**src/rtl/cache_arbiter.sv**
```systemverilog
// rtl/cache_arbiter.sv - I-cache / D-cache arbiter for a shared physical-memory line port
//
// Purpose:
//   Grants the single downstream line port to one cache at a time, latches the
//   winner's command for the whole transaction and steers the completion back
//   to the granted side only. The D side wins ties unless the I side has
//   already been passed over MAX_D_STREAK times in a row.
//
// Ports:
//   clk, reset            clock and synchronous active-high reset
//   i_pmem_*              I-cache miss port (read only)
//   d_pmem_*              D-cache miss port (read or writeback)
//   pmem_*                shared downstream port; command is registered, resp is a pulse
//   grant_i, grant_d      which side currently owns the downstream port
module cache_arbiter #(
  parameter int ADDR_WIDTH   = 16,
  parameter int LINE_WIDTH   = 128,
  parameter int MAX_D_STREAK = 4
) (
  input  logic                  clk,
  input  logic                  reset,
  input  logic                  i_pmem_read,
  input  logic [ADDR_WIDTH-1:0] i_pmem_address,
  output logic [LINE_WIDTH-1:0] i_pmem_rdata,
  output logic                  i_pmem_resp,
  input  logic                  d_pmem_read,
  input  logic                  d_pmem_write,
  input  logic [ADDR_WIDTH-1:0] d_pmem_address,
  input  logic [LINE_WIDTH-1:0] d_pmem_wdata,
  output logic [LINE_WIDTH-1:0] d_pmem_rdata,
  output logic                  d_pmem_resp,
  output logic                  pmem_read,
  output logic                  pmem_write,
  output logic [ADDR_WIDTH-1:0] pmem_address,
  output logic [LINE_WIDTH-1:0] pmem_wdata,
  input  logic [LINE_WIDTH-1:0] pmem_rdata,
  input  logic                  pmem_resp,
  output logic                  grant_i,
  output logic                  grant_d
);

  localparam int SW = $clog2(MAX_D_STREAK + 1);
  localparam logic [SW-1:0] STREAK_MAX = SW'(MAX_D_STREAK);

  typedef enum logic [1:0] {
    IDLE    = 2'd0,
    SERVE_I = 2'd1,
    SERVE_D = 2'd2,
    HOLD    = 2'd3
  } state_e;

  state_e                state_q, state_d;
  logic [SW-1:0]         streak_q, streak_d;
  logic [ADDR_WIDTH-1:0] addr_q, addr_d;
  logic [LINE_WIDTH-1:0] wdata_q, wdata_d;
  logic                  write_q, write_d;

  logic d_req;
  logic i_starved;
  logic serving;

  assign d_req     = d_pmem_read | d_pmem_write;
  // I has waited through the maximum run of D grants and must win the next tie.
  assign i_starved = i_pmem_read && (streak_q == STREAK_MAX);

  always_comb begin
    state_d  = state_q;
    streak_d = streak_q;
    addr_d   = addr_q;
    wdata_d  = wdata_q;
    write_d  = write_q;

    case (state_q)
      IDLE: begin
        if (d_req && !i_starved) begin
          state_d = SERVE_D;
          addr_d  = d_pmem_address;
          wdata_d = d_pmem_wdata;
          write_d = d_pmem_write;
          // The streak only measures D grants that overtook a waiting I request.
          if (i_pmem_read) begin
            streak_d = (streak_q == STREAK_MAX) ? streak_q : streak_q + SW'(1);
          end else begin
            streak_d = '0;
          end
        end else if (i_pmem_read) begin
          state_d  = SERVE_I;
          addr_d   = i_pmem_address;
          wdata_d  = '0;
          write_d  = 1'b0;
          streak_d = '0;
        end
      end
      SERVE_I, SERVE_D: begin
        if (pmem_resp) begin
          state_d = HOLD;
        end
      end
      HOLD: begin
        // Dead cycle so the finished requester can drop its level request
        // before IDLE samples it again.
        state_d = IDLE;
      end
      default: begin
        state_d = IDLE;
      end
    endcase
  end

  always_ff @(posedge clk) begin
    if (reset) begin
      state_q  <= IDLE;
      streak_q <= '0;
      addr_q   <= '0;
      wdata_q  <= '0;
      write_q  <= 1'b0;
    end else begin
      state_q  <= state_d;
      streak_q <= streak_d;
      addr_q   <= addr_d;
      wdata_q  <= wdata_d;
      write_q  <= write_d;
    end
  end

  assign grant_i = (state_q == SERVE_I);
  assign grant_d = (state_q == SERVE_D);
  assign serving = grant_i | grant_d;

  assign pmem_read    = serving & ~write_q;
  assign pmem_write   = serving & write_q;
  assign pmem_address = addr_q;
  assign pmem_wdata   = wdata_q;

  // Completion goes only to the owner; a stray pulse outside a grant is dropped.
  assign i_pmem_resp  = pmem_resp & grant_i;
  assign d_pmem_resp  = pmem_resp & grant_d;

  // Both consumers see the raw line and qualify it with their own resp.
  assign i_pmem_rdata = pmem_rdata;
  assign d_pmem_rdata = pmem_rdata;

endmodule

```
**config.mk**
```make
export PLATFORM = sky130hd
export DESIGN_NAME = cache_arbiter
export DESIGN_NICKNAME = d
export VERILOG_FILES = /design/src/rtl/cache_arbiter.sv
export SDC_FILE = /design/constraint.sdc
export NUM_CORES = 1
export LEC_CHECK = 0
export CORE_AREA = 5 5 268 270
export CTS_CLUSTER_SIZE = 20
export DETAILED_ROUTE_END_ITERATION = 10
export DIE_AREA = 0 0 273 275
export PLACE_DENSITY = 0.48
export REMOVE_ABC_BUFFERS = 1
export SLEW_MARGIN = 20
export SYNTH_ARGS = -nofsm -noshare
export SYNTH_HDL_FRONTEND = slang
export SYNTH_SLANG_ARGS = --single-unit
export TNS_END_PERCENT = 20
```
**constraint.sdc**
```tcl
create_clock -name clk -period 2.27 [get_ports clk]
set_clock_uncertainty 0.2 [all_clocks]
set_input_delay 0.227 -clock clk [delete_from_list [all_inputs] [get_ports clk]]
set_output_delay 0.227 -clock clk [all_outputs]
set_load 0.02 [all_outputs]
```
## Word level (Yosys, flattened, before mapping)

Index checks and enable logic that the tools add are counted.

| word-level totals | value |
|---|---|
| register bits | 150 |
| input bits | 294 |
| output and inout port bits | 406 |
| logic and storage cells | 43 |

| cells by class | value |
|---|---|
| add/subtract/negate cells | 1 |
| eq/ne operators | 7 |
| muxes and demuxes | 14 |
| bitwise gates (word level) | 7 |
| reduce and logical (&&, ||, !) cells | 9 |

Operators with widths:

| operator | count |
|---|---|
| $mux 128 | 2 |
| $mux 16 | 2 |
| $mux 3 | 4 |
| $mux 2 | 3 |
| $ne 3x3->1 const B | 2 |
| $pmux 2 s3 | 1 |
| $and 1x1->1 | 4 |
| $eq 2x2->1 const B | 2 |
| $reduce_and 2->1 | 2 |
| $add 3x1->3 const B | 1 |
| $eq 3x3->1 const B | 1 |
| $reduce_and 3->1 | 1 |
| $eq 2x1->1 const B | 1 |
| $logic_and 1x1->1 | 2 |
| $logic_not 2->1 | 1 |
| $mux 1 | 2 |
| $ne 2x2->1 const B | 1 |
| $or 1x1->1 | 2 |
| $reduce_bool 2->1 | 1 |
| $reduce_or 2->1 | 1 |
| $logic_not 1->1 | 1 |
| $not 1->1 | 1 |

## Depth between registers and ports, before layout

| depth | value |
|---|---|
| depth in word-level cells | 6 |
| gate-level depth with buffers | 8 |
| mapped depth without buffers | 6 |

## Worst setup path after synthesis

OpenSTA, ideal clock, no wires.

| path | value |
|---|---|
| path kind | register to register |
| start | register streak_q[0] |
| end | register addr_q[10] (netlist: pmem_address[10]) |
| library setup time | 86 ps |
| arrival time | 1386 ps |
| required time | 1984 ps |
| path slack | 598 ps |
| stages on the path, launching flop included | 9 |
| buffers on the path | 2 |
| period minus slack after synthesis | 1672 ps |
| cells stage by stage | dfxtp_1 > inv_1 > ha_1 > nand3_1 > and2_0 > buf_2 > buf_4 > a21oi_1 > a211oi_1 |

| between the ends | value |
|---|---|
| longest elaborated chain between the ends | 6 |
| elaborated cells between the ends (all ways) | 7 |
| those cells by class | 1 x eq/ne; 1 x mux; 5 x reduce/logical |

Ends and longest elaborated chain:

| what | line | text |
|---|---|---|
| start: declaration | 53 | `logic [SW-1:0] streak_q, streak_d;` |
| start signal: assignment | 119 | `streak_q <= streak_d;` |
| $eq 3x3->1 (*) | 64 | `assign i_starved = i_pmem_read && (streak_q == STREAK_MAX);` |
| $logic_and 1x1->1 (*) | 64 |  |
| $logic_not 1->1 (*) | 75 | `if (d_req && !i_starved) begin` |
| $logic_and 1x1->1 (*) | 75 |  |
| $reduce_bool 2->1 (no line) | - |  |
| $reduce_and 2->1 (no line) | - |  |
| end signal: assignment | 120 | `addr_q <= addr_d;` |
| end: declaration | 54 | `logic [ADDR_WIDTH-1:0] addr_q, addr_d;` |

Every way passes the cells marked *; elsewhere a longest branch is shown, timed or not.
A chain may end at the register's enable or synchronous reset.

## Worst setup path after layout

| path | value |
|---|---|
| start | register state_q[0] |
| end | output port pmem_write |

| between the ends | value |
|---|---|
| longest elaborated chain between the ends | 3 |
| elaborated cells between the ends (all ways) | 4 |
| those cells by class | 2 x eq/ne; 2 x bitwise |

Ends and longest elaborated chain:

| what | line | text |
|---|---|---|
| start: declaration | 52 | `state_e state_q, state_d;` |
| start signal: assignment | 118 | `state_q <= state_d;` |
| $eq 2x1->1 / $eq 2x2->1 (equally long branches) | 126, 127 |  |
| $or 1x1->1 (*) | 128 | `assign serving = grant_i \| grant_d;` |
| $and 1x1->1 (*) | 131 | `assign pmem_write = serving & write_q;` |
| end: declaration | 33 | `output logic pmem_write,` |

Marked as above.

==> flow_summary.toml <==
[final_layout]
layout-drive-gt1-share_pct = 6.674
final_area_mm2 = 0.01033
fillCellCount = 7796
syn2layout_area_growth_pct = 40.86
nets = 1171
final_common_cell = "clkdlybuf4s50_1"
final_cell_mix = "clkdlybuf4s50_1 (310), nor2_1 (151), dfxtp_1 (148)"

[worst_hold_path]
hold_end = "pmem_address[14]"
worstHoldPathCells = 3
hp-start = "i_pmem_address[14]"
hp-class = "input port to flip-flop"

[synth]
synth.area.top_cells = "dfxtp_1 (41%), buf_4 (27%), a22oi_1 (13%), nor2_1 (7.7%), buf_6 (1.8%)"
syn_area_per_cell_um2 = 8.912
ys.flop_type = "dfxtp_1"
yosysSeqAreaShare_pct = 40.94
synth-seq-cells = 150
ys_warn_count = 0
synth.largest_area_cell = "dfxtp_1"
async_reset_ff_share_pct = 0
yosys.cell_types.count = 29
synth_edf_count = 0
synth_top_area_share_pct = 40.94
syn_area_mm2 = 0.007335
syn_inst = 823

[place]
pre_cts_ws_ns = 0.09346
place_area_mm2 = 0.009708
gp_congestion = 0.8669
place_hpwl_um = 64740
port_buffers = 315

[timing]
fin_crit_sh_pct = 95.81
maxSlewViolCount = 0
finalSetupTns_ns = 0
rsz0062_at_grt = "no"
min_period_ns = 2.175
fin_ws_ns = 0.09518
worstMarginPinSlew_ns = 0.6306
finalSetupViolations = 0
max_freq_mhz = 459.8
final-hold-violation-count = 0
maxSlewHeadroom_pct = 57.96

[die]
start_util_pct = 10.58
die_h_um = 275
die_area_mm2 = 0.07508
core_mm2 = 0.06930
ioPinCount = 700
rows = 97
die_x_um = 273

[power_and_ir_drop]
p_leak_nw = 3.601
ir_drop_v = 0.0006461
power_density_mw_per_mm2 = 1143
power_mw = 11.81

[grt]
grt_max_degree = 65
grt_pass1_wl_um = 90020
grt-ovfl-total = 0
grt_pass1_vias = 6396
grt_usage_pct = 19.25
antenna_found_initial = 8

[setup_path]
reg2reg_depth = 5
worstPathArrival_ns = 1.75
rrSetupSlack_ns = 0.26
r2r-start = "state_q[0]"
reg2reg_to = "pmem_address[9]"
worst-setup-path-type = "flip-flop to output pin"
crit_path_end_kind = "output pin"
cp.required_ns = 1.84
cp_max_fo = 4
cp-start-kind = "flip-flop"

[detailed_routing]
wl_per_cell_um = 41.01
route.detailed.drc = 0
vias = 6522
drt.antenna.violating_nets = 0
dr.first_iter.drc_count = 452
dr.pass1.iters = 4
via_per_inst = 3.568
postRouteWirelength_um = 74960

[flow_run]
drv_cap = 0

[clock_tree]
clkLatencyLatePin_ns = 0.47
tritoncts = "yes"
cts_root_buffer = "clkbuf_16"
clk_path_buf_depth = 2
path_clk_slew_ns = 0.08
cts_max_level = 4
cts_setup_buffers = 0
cts_sinks = 150
cts-buffers-inserted = 17

[outcome]
status = "finished clean"
[registers in the layout, summed over array words and instances (netlist names)]
signal and cells:
write_q 1, streak_q 3, pmem_wdata 128, state_q 2, pmem_address 16
[per-layer routing]
| metal | part of all wire (%) | GRT usage (%) | vias up | routed length, µm |
|---|---|---|---|---|
| met3 | 28 | 25.87 | 64 | 21080 |
| met2 | 41 | 27.82 | 906 | 30590 |
| li1 | - | - | 2630 | - |
| met4 | 1.6 | 3.969 | 22 | 1235 |
| met1 | 28 | 15.12 | 2900 | 20880 |
| met5 | 1.6 | 11.42 | - | 1182 |
[report_power, final]
group          total (mW)  switching [mW]  internal [mW]
Combinational        5.21            2.89           2.32
Clock                3.02            1.44           1.58
Sequential           3.59           0.352           3.24
Total                11.8            4.67           7.14
[worst max-delay path by stage]
stage / start / to / slack [ns] / cells past startpoint
after floorplan: d_pmem_write / streak_q[1] / -1.83 / 4
after global placement: i_pmem_read / pmem_wdata[76] / 0.08 / 6
final: state_q[0] / pmem_write / 0.1 / 5
after global routing: state_q[0] / pmem_write / 0.009 / 5
after detailed placement: d_pmem_write / pmem_wdata[53] / 0.09 / 7
after CTS: state_q[0] / pmem_write / 0.003 / 5
[cells by family (layout without fill, tap and decap cells)]
family          Yosys count  in the layout  synth area share (%)
compound gates          169            169                 16.74
other cells               0              4                     0
mux                       2              2                0.2730
flops                   150            150                 40.94
fa+ha+maj                 6              6                 1.024
simple gates            183            183                 9.877
buf+inv                 313            374                 31.15
[final cells by class]
cell class              instances  area [µm²]  share of cell area [%]
clock inverters                15       178.9                   1.732
diodes                          4       10.01                 0.09689
well taps                     940        1176                   11.38
flip-flops and latches        150        3005                   29.09
repair buffers                337        3462                   33.51
clock buffers                  17       425.4                   4.118
inverters                       5       18.77                  0.1817
multi-input cells             360        2054                   19.89
[timing repair]
action	in CTS	in global routing
gates resized for setup	3	2
gates cloned	0	0
endpoints found under the hold margin	28	0
setup endpoints to repair	3	2
hold buffers	1	0
[cell usage after synthesis, types with 3 or more instances]
cell type and instances:
a21oi_1 17, and2_1 3, inv_1 5, nand2_1 20
clkbuf_1 17, buf_2 11, ha_1 6, buf_4 268
nor2_1 151, dfxtp_1 150, a211oi_1 16, a22oi_1 130
buf_6 12
[critical path, stage by stage, from the launching register on]
cell and delay [ns]:
dfxtp_2 0.35, inv_1 0.08, ha_1 0.32, buf_4 0.16
and2_1 0.20, buf_12 0.15
[metrics by stage]
step / hold slack, ns / util (%) / std cells
CTS: 0.03768 / 14.89 / 1824
floorplan: 0.09938 / - / 515
global route: 0.09085 / 14.89 / 1824
detailed placement: 0.2552 / 14.01 / 1791
global placement: 0.2552 / 14.01 / 1791
finish: 0.1023 / 14.91 / 1828
(Power assumes the default switching activity.)
